**src/rtl/vx_shift_register_tapped_pkg.sv**
```systemverilog
// vx_shift_register_tapped_pkg: width helpers and tap-index extraction for the tapped shift register
package vx_shift_register_tapped_pkg;
  function automatic int depthw(input int depth);
    return depth > 1 ? $clog2(depth) : 1;
  endfunction
  function automatic int cntw(input int depth);
    return $clog2(depth + 1);
  endfunction
  function automatic int tap_idx(input logic [255:0] taps, input int k, input int w);
    return int'((taps >> (k * w)) & ((256'd1 << w) - 256'd1));
  endfunction
endpackage

```
**src/rtl/vx_shift_register_tapped_stage.sv**
```systemverilog
// vx_shift_register_tapped_stage: one valid+payload stage with partial payload reset
module vx_shift_register_tapped_stage #(
  parameter int DATAW  = 8,
  parameter int RESETW = DATAW
) (
  input  logic             clk,
  input  logic             reset,
  input  logic             enable,
  input  logic             flush,
  input  logic             valid_in,
  input  logic [DATAW-1:0] data_in,
  output logic             valid_out,
  output logic [DATAW-1:0] data_out
);
  localparam logic [DATAW-1:0] RST_MASK = RESETW == 0 ? '0 : {DATAW{1'b1}} >> (DATAW - RESETW);
  always_ff @(posedge clk) begin
    valid_out <= (reset || flush) ? 1'b0 : enable ? valid_in : valid_out;
    data_out  <= reset ? (data_out & ~RST_MASK) : enable ? data_in : data_out;
  end
endmodule

```
**src/rtl/vx_shift_register_tapped.sv**
```systemverilog
// vx_shift_register_tapped: stallable tapped delay line with valid tracking, flush and occupancy count
module vx_shift_register_tapped
  import vx_shift_register_tapped_pkg::*;
#(
  parameter int DATAW    = 8,
  parameter int DEPTH    = 4,
  parameter int NUM_TAPS = 1,
  parameter int DEPTHW   = depthw(DEPTH),
  parameter int CNTW     = cntw(DEPTH),
  parameter logic [NUM_TAPS*DEPTHW-1:0] TAPS = '0,
  parameter int RESETW   = DATAW
) (
  input  logic                      clk,
  input  logic                      reset,
  input  logic                      enable,
  input  logic                      flush,
  input  logic                      valid_in,
  input  logic [DATAW-1:0]          data_in,
  output logic                      valid_out,
  output logic [DATAW-1:0]          data_out,
  output logic [NUM_TAPS-1:0]       tap_valid,
  output logic [NUM_TAPS*DATAW-1:0] tap_data,
  output logic [CNTW-1:0]           count
);
  logic [DEPTH-1:0] v;
  logic [DATAW-1:0] d [DEPTH];
  if (RESETW < 0 || RESETW > DATAW) begin : g_bad_resetw
    $fatal(1, "RESETW must be within 0..DATAW");
  end
  for (genvar i = 0; i < DEPTH; i++) begin : g_stage
    logic             vi;
    logic [DATAW-1:0] di;
    if (i == 0) begin : g_head
      assign vi = valid_in;
      assign di = data_in;
    end else begin : g_link
      assign vi = v[i-1];
      assign di = d[i-1];
    end
    vx_shift_register_tapped_stage #(.DATAW(DATAW), .RESETW(RESETW)) u_stage (
      .clk(clk), .reset(reset), .enable(enable), .flush(flush),
      .valid_in(vi), .data_in(di), .valid_out(v[i]), .data_out(d[i])
    );
  end
  for (genvar k = 0; k < NUM_TAPS; k++) begin : g_tap
    localparam int T = tap_idx(256'(TAPS), k, DEPTHW);
    if (T >= DEPTH) begin : g_bad_tap
      $fatal(1, "tap index out of range");
    end
    assign tap_valid[k] = v[T];
    assign tap_data[k*DATAW +: DATAW] = d[T];
  end
  assign valid_out = v[DEPTH-1];
  assign data_out  = d[DEPTH-1];
  // stage-0 entry minus last-stage exit keeps count equal to the number of valid stages
  always_ff @(posedge clk)
    count <= (reset || flush) ? '0 : enable ? count + CNTW'(valid_in) - CNTW'(v[DEPTH-1]) : count;
endmodule

```
**config.mk**
```make
export PLATFORM = sky130hd
export DESIGN_NAME = vx_shift_register_tapped
export DESIGN_NICKNAME = d
export VERILOG_FILES = /design/src/rtl/vx_shift_register_tapped_pkg.sv /design/src/rtl/vx_shift_register_tapped_stage.sv /design/src/rtl/vx_shift_register_tapped.sv
export SDC_FILE = /design/constraint.sdc
export NUM_CORES = 1
export LEC_CHECK = 0
export CAP_MARGIN = 30
export CORE_MARGIN = 10
export CORE_UTILIZATION = 52
export CTS_CLUSTER_SIZE = 25
export DETAILED_ROUTE_END_ITERATION = 12
export PLACE_DENSITY = 0.91
export SLEW_MARGIN = 15
export SYNTH_ARGS = -nofsm -noshare
export SYNTH_HDL_FRONTEND = slang
export SYNTH_SLANG_ARGS = --single-unit
```
**constraint.sdc**
```tcl
create_clock -name clk -period 3.4 [get_ports clk]
set_input_delay 0.34 -clock clk [delete_from_list [all_inputs] [get_ports clk]]
set_output_delay 0.34 -clock clk [all_outputs]
set_load 0.005 [all_outputs]
```
=== Word level (Yosys, flattened, before mapping) ===
Index checks and enable logic that the tools add are counted.

* Output and inout port bits: 21
* Memories: 0
* Latch bits: 0
* Word-level logic and storage cells: 12
* Register bits after elaboration: 39
* RAM bits: 0
* ROM bits: 0

* Div/mod/pow operators: 0
* Muxes and demuxes: 0
* Shift-type cells: 0
* Equal/unequal tests: 0
* Reductions and logical operators: 1
* $mul: 0
* Bitwise logic cells: 0
* $add $sub $neg: 2
* $lt $le $gt $ge: 0

{| class="wikitable"
|+ Operators with widths
! cell !! count
|-
| 3-bit by 1-bit adder with 3-bit output || 1
|-
| 3-bit by 1-bit subtractor with 3-bit output || 1
|-
| 1-bit logical OR || 1
|}

=== Longest topological paths before layout ===
* Depth in word-level cells: 2
* Mapped depth: 9
* Depth with buffers taken out: 9

=== Cells and area by module ===
Synthesis repeated with hierarchy kept, for this count alone.

* Cell total of the unflattened synthesis: 134
* Area total of the unflattened synthesis: 1486.4 um2

{| class="wikitable"
|+ By module, submodules not included
! module !! times used !! cells an instance !! area an instance (um2) !! sequential area each (um2)
|-
| vx_shift_register_tapped_stage || 4 || 29 || 325.3 || 180.2
|-
| vx_shift_register_tapped || 1 || 18 || 185.2 || 60.1
|}

=== Least setup slack after synthesis ===
Ideal clock, no wire load.

* Kind: flip-flop to flip-flop
* From: reg count[0]
* To: reg count[2]
* Buffers on the path: 0
* Data required time: 3284 ps
* Stages on the path, launching flop included: 10
* Path slack: 1615 ps
* Data arrival time: 1670 ps
* Cell sequence: dfxtp_1 -> inv_1 -> ha_1 -> inv_1 -> ha_1 -> inv_1 -> fa_1 -> xor2_1 -> a211oi_2 -> a31o_1

* Cells in the longest elaborated chain, start to end: 2

{| class="wikitable"
|+ Ends and longest elaborated chain
! element !! RTL line !! text
|-
| start, declared || vx_shift_register_tapped.sv:23 || <nowiki>output logic [CNTW-1:0] count</nowiki>
|-
| start signal, assigned || vx_shift_register_tapped.sv:57 || <nowiki>count <= (reset || flush) ? '0 : enable ? count + CNTW'(valid_in) - CNTW'(v[DEPTH-1]) : count;</nowiki>
|-
| 3-bit by 1-bit adder with 3-bit output || vx_shift_register_tapped.sv:57 ||
|-
| 3-bit by 1-bit subtractor with 3-bit output || vx_shift_register_tapped.sv:57 ||
|}

Every way passes these cells.
A chain may end at the register's enable or synchronous reset.

=== Worst setup path after layout ===
Same ends and word-level chain as after synthesis.

==> summary.md <==
| Metric | Value |
|---|---|
| Drt wl/cell | `14.5 µm` |
| Io pins | `34` |
| Synth area leaders | `dfxtp_1, mux2i_1, nor2_1` |
| Peak VDD IR | `0.423 mV` |
| # diodes | `0` |
| Initial Util | `0.538` |
| Worst EP required | `3640 ps` |
| Sequential Area | `781 µm²` |
| Most frequent cells in the layout | `nor2_1, dfxtp_1, mux2i_1` |
| Worst reg2reg path depth | `9` |
| CP startpoint | `count[0]$_SDFFE_PP0P_` |
| Final setup violation count | `0` |
| H-tree levels | `2` |
| Clock latency on the worst-skew pair | `approximately 340 ps` |
| Total number of vias | `1030` |
| Max Clk Rate | `around 520 MHz` |
| Share of the synthesized area in the top cell type | `0.531` |
| GRT overflow | `0` |
| Critical path class | `reg -> reg` |
| Crit. End Element | `flip-flop` |
| TritonCTS buffer count | `5` |
| Seq/Total Area, Yosys | `0.531` |
| Final ANT Viol Nets | `0` |
| Residual DRC | `0` |
| Layout cells sized above 1 | `0.0706` |
| Synth unique cells | `15` |
| Full die area | `5350 µm²` |
| Synthesized Nets | `153` |
| Clock Sinks | `39` |
| Crit share post-route | `0.560` |
| Max_cap viols | `0` |
| Setup tns final | `0 ps` |
| Mapped Cells | `about 140` |
| Final Hold Viols | `0` |
| Crit Reg-Reg Endpoint | `count[2]$_SDFFE_PP0P_` |
| Worst Setup Start Kind | `flip-flop` |
| Area of the core | `2730 µm²` |
| CP endpoint | `count[2]$_SDFFE_PP0P_` |
| Pwr/cell area | `between 400 and 500 nW/µm²` |
| Slew HR | `0.749` |
| Rows | `19` |
| Routed Wire Length | `2910 µm` |
| Die span in y | `about 73 µm` |
| Die outline width | `~73 µm` |
| Worst hold path class | `in -> reg` |
| 1st-pass router iterations | `2` |
| Leakage | `0.824 nW` |
| 1st-iter DRT viols | `25` |
| Mapped cell area | `1470 µm²` |
| CTS max path bufs | `2` |
| First-pass GRT wire length | `4860 µm` |
| Final Power | `between 800 and 900 µW` |
| Initial antenna violation count | `0` |
| RePlAce Congestion | `0.728` |
| Number of synthesized register bits | `39` |
| Reg2Reg Setup Slack | `1490 ps` |
| Yosys Warn Count | `0` |
| Worst-path fanout max | `3` |
| Post-CTS setup buffers | `0` |
| Unrepaired setup endpoints after global routing | `false` |
| Fin Clk Skew | `7.15 ps` |
| Synth area leader | `dfxtp_1` |
| Max-slew violation count | `0` |
| Largest net degree at the start of global routing | `34` |
| Syn_area_per_cell | `10.7 µm²` |
| Post-CTS Resized | `0` |
| IO buf count | `33` |
| CTS tree | `yes` |
| Dpl hpwl | `2120 µm` |
| Crit path time final | `1910 ps` |
| Nets | `between 150 and 200` |
| Hold_buf cts | `0` |
| Area grow syn2layout | `27.8%` |
| Vias in the first global route | `1080` |
| Filler Cell Count | `208` |
| GRT Overall Usage | `0.115` |
| Slew @ Worst Pin | `approximately 380 ps` |
| Vias per cell | `5.12` |
| Worst-path clk slew | `110 ps` |
| Area of the multi-input gates | `between 600 and 700 µm²` |
| Worst r2r src | `count[0]$_SDFFE_PP0P_` |
| Outcome | `finished clean` |
| Data arrival, critical path | `2140 ps` |
| CTS root buf | `clkbuf_4` |
worst max-delay path, cell delays in order (launching register included):
cell and delay, ps:
dfxtp_1 360, inv_1 50, ha_1 270, inv_1 60
ha_1 140, inv_1 50, fa_1 370, xor2_1 220
a211oi_2 100, a31o_1 190
final cells by class:
class	count	share of cell area
Inverter	4	0.00799
Tap cell	31	0.0206
Timing Repair Buffer	35	0.188
Sequential cell	39	0.415
Clock buffer	6	0.0273
Clock inverter	2	0.0186
Multi-Input combinational cell	84	0.322
how the worst min path moves through the flow:
stage,end,startpoint,slack [ps],depth (start not counted)
2_1_floorplan,g_stage[1].u_stage.data_out[0]$_SDFFE_PP0P_,g_stage[1].u_stage.data_out[0]$_SDFFE_PP0P_,460,2
3_3_place_gp,g_stage[1].u_stage.data_out[6]$_SDFFE_PP0P_,g_stage[1].u_stage.data_out[6]$_SDFFE_PP0P_,470,2
3_5_place_dp,g_stage[3].u_stage.data_out[6]$_SDFFE_PP0P_,g_stage[3].u_stage.data_out[6]$_SDFFE_PP0P_,480,2
4_1_cts,g_stage[3].u_stage.data_out[3]$_SDFFE_PP0P_,enable,490,3
5_1_grt,g_stage[1].u_stage.data_out[3]$_SDFFE_PP0P_,enable,490,3
6_report,g_stage[3].u_stage.data_out[3]$_SDFFE_PP0P_,enable,490,3
kinds of logic (layout without fill, tap and decap cells):
| family | Yosys count | count (layout) | synth area share |
|---|---|---|---|
| AO/OA/AOI/OAI | 3 | 3 | 0.0196 |
| flip-flops | 39 | 39 | 0.531 |
| multiplexers | 37 | 37 | 0.252 |
| buffers and inverters | 14 | 47 | 0.0570 |
| adder cells (fa/ha/maj) | 3 | 3 | 0.0306 |
| AND/OR/NAND/NOR | 40 | 40 | 0.104 |
| XOR/XNOR | 1 | 1 | 0.00596 |
flip-flops by register name, indices dropped and copies added (netlist names):
| name | flops |
|---|---|
| count | 3 |
| g_stage.u_stage.data_out | 32 |
| g_stage.u_stage.valid_out | 4 |
cells in the mapped netlist:
library cell	n
a211oi_1	1
a211oi_2	1
a31o_1	1
buf_2	1
buf_4	4
buf_6	2
clkbuf_1	3
dfxtp_1	39
fa_1	1
ha_1	2
inv_1	4
mux2i_1	37
nor2_1	39
or2_1	1
xor2_1	1
power breakdown:
group | switching [mW] | internal, mW | leakage [nW] | total, mW
registers | 0.00915 | 0.470 | 0.317 | 0.479
clock network | 0.145 | 0.174 | 0.0482 | 0.318
logic | 0.0347 | 0.0461 | 0.459 | 0.0808
total | 0.188 | 0.689 | 0.824 | 0.878
layer usage:
metal,vias to the layer above,global-route usage,share of wire
li1,514,-,-
met1,482,0.116,0.41
met2,28,0.195,0.49
met3,6,0.0571,0.091
met4,0,0.0506,0.011
met5,-,0,0
metrics by stage:
stage          utilization  hold WS (ps)  cells  cell area [µm²]  setup slack, ps
3_3_place_gp         0.649           473    192             1770             1400
3_5_place_dp         0.656           484    193             1790             1360
2_1_floorplan            -           460    137             1470             1610
6_report             0.687           494    201             1880             1490
5_1_grt              0.687           488    201             1880             1410
4_1_cts              0.687           485    201             1880             1470
No activity file was read; power rests on OpenSTA's default activity.
==> RTL edit (config.mk and constraints unchanged) <==
Set the parameter `DEPTH` to 16 (it was 4).
--- a/src/rtl/vx_shift_register_tapped.sv
+++ b/src/rtl/vx_shift_register_tapped.sv
@@ -5,3 +5,3 @@
   parameter int DATAW    = 8,
-  parameter int DEPTH    = 4,
+  parameter int DEPTH    = 16,
   parameter int NUM_TAPS = 1,
Interface: changed (resized count); port bits go from 34 to 36. No check against the original RTL was run, so the function may have changed too.
==> RTL edit against the original RTL <==
Die area rose to 2.8 times the old value; synthesized cell count rose to 3.7 times the old value; sequential cell count rose by 110; total power rose to 4.3 times the old value; area after synthesis rose to 3.7 times the old value; setup slack got worse by 0.048 ns; routed wire length rose to 3.4 times the old value; design area rose to 3.4 times the old value; first-iteration DRC count rose to 8.2 times the old value.
==> RTL edit: results (changes against the original RTL) <==
DP HPWL 5671 um (+170%); Post-Place Worst Slack 1.310 ns (-0.05050 ns); htree depth 4 (+2); gr usage total 13.64% (+2.1 points); Worst Hold Depth 2 (-1); global-route wire length before repair 16480 um (+240%); biggest regs g_stage.u_stage.data_out: 128 flops, g_stage.u_stage.valid_out: 16 flops, count: 5 flops; post-synthesis xor/xnor area fraction 0.1624% (-0.43 points); fin worst setup slack 1.446 ns (-0.04835 ns); vias in the first global route 3569 (+230%); Hold Slack 0.2587 ns (-0.2357 ns); status finished, final reports clean; Hold Path Sink g_stage[2].u_stage.data_out[7]$_SDFFE_PP0P_; hold_sp reset; Distinct cells, synth 24 (+9); worst vdd ir 0.0003120 V (-26%); fraction of layout cells with a size suffix above 1 7.182% (+0.12 points); Final Power 3.745 mW (+330%); drt first pass iters 4 (+2); CP arrival 2.35 ns (+0.21 ns); initial DRC count 204 (+720%); clk_lat worst skew 0.51 ns (+0.17 ns); Syn Inst Count 505 (+270%); clk slew on worst S/H paths 0.06 ns (-0.05 ns); Via density 5.108 (-0.33%); Finished Layout Cells 679 (+240%); Num CTS Buffers 17 (+12); met3 wire len 393 um (+48%); post-synthesis mux area share 27.09% (+1.9 points); # placed instances 648 (+240%)
## RTL edit: cell count changes in the layout (fill, tap and decap cells not counted), moves of 4 or more
cell,unedited run,this run
inv_6,0,4
dfxtp_1,39,149
nor2_1,39,149
mux2i_1,37,146
buf_4,1,5
clkbuf_16,0,16
clkbuf_4,5,0
clkinv_4,0,4
## RTL edit: routing by layer
layer  up-vias  global-route usage [%]
met4         0                   6.557
met3        26                   4.348
li1       1736                       -
met2        52                   24.29
met5         -                       0
met1      1654                   14.24
## RTL edit: power breakdown
part | switching [mW] | leakage (nW) | internal, mW
Sequential | 0.00997 | 1.20 | 1.76
Clock | 0.718 | 0.286 | 1.09
Combinational | 0.0904 | 1.30 | 0.0757
Total | 0.818 | 2.79 | 2.93
## RTL edit: layout make-up
class                   instances  area (um2)
multi-input cells             317        2210
inverters                       6       22.52
well taps                     136       170.2
clock inverters                12       142.6
clock buffers                  19       441.7
repair buffers                 40       399.1
flip-flops and latches        149        2983
fillers                       710        3862
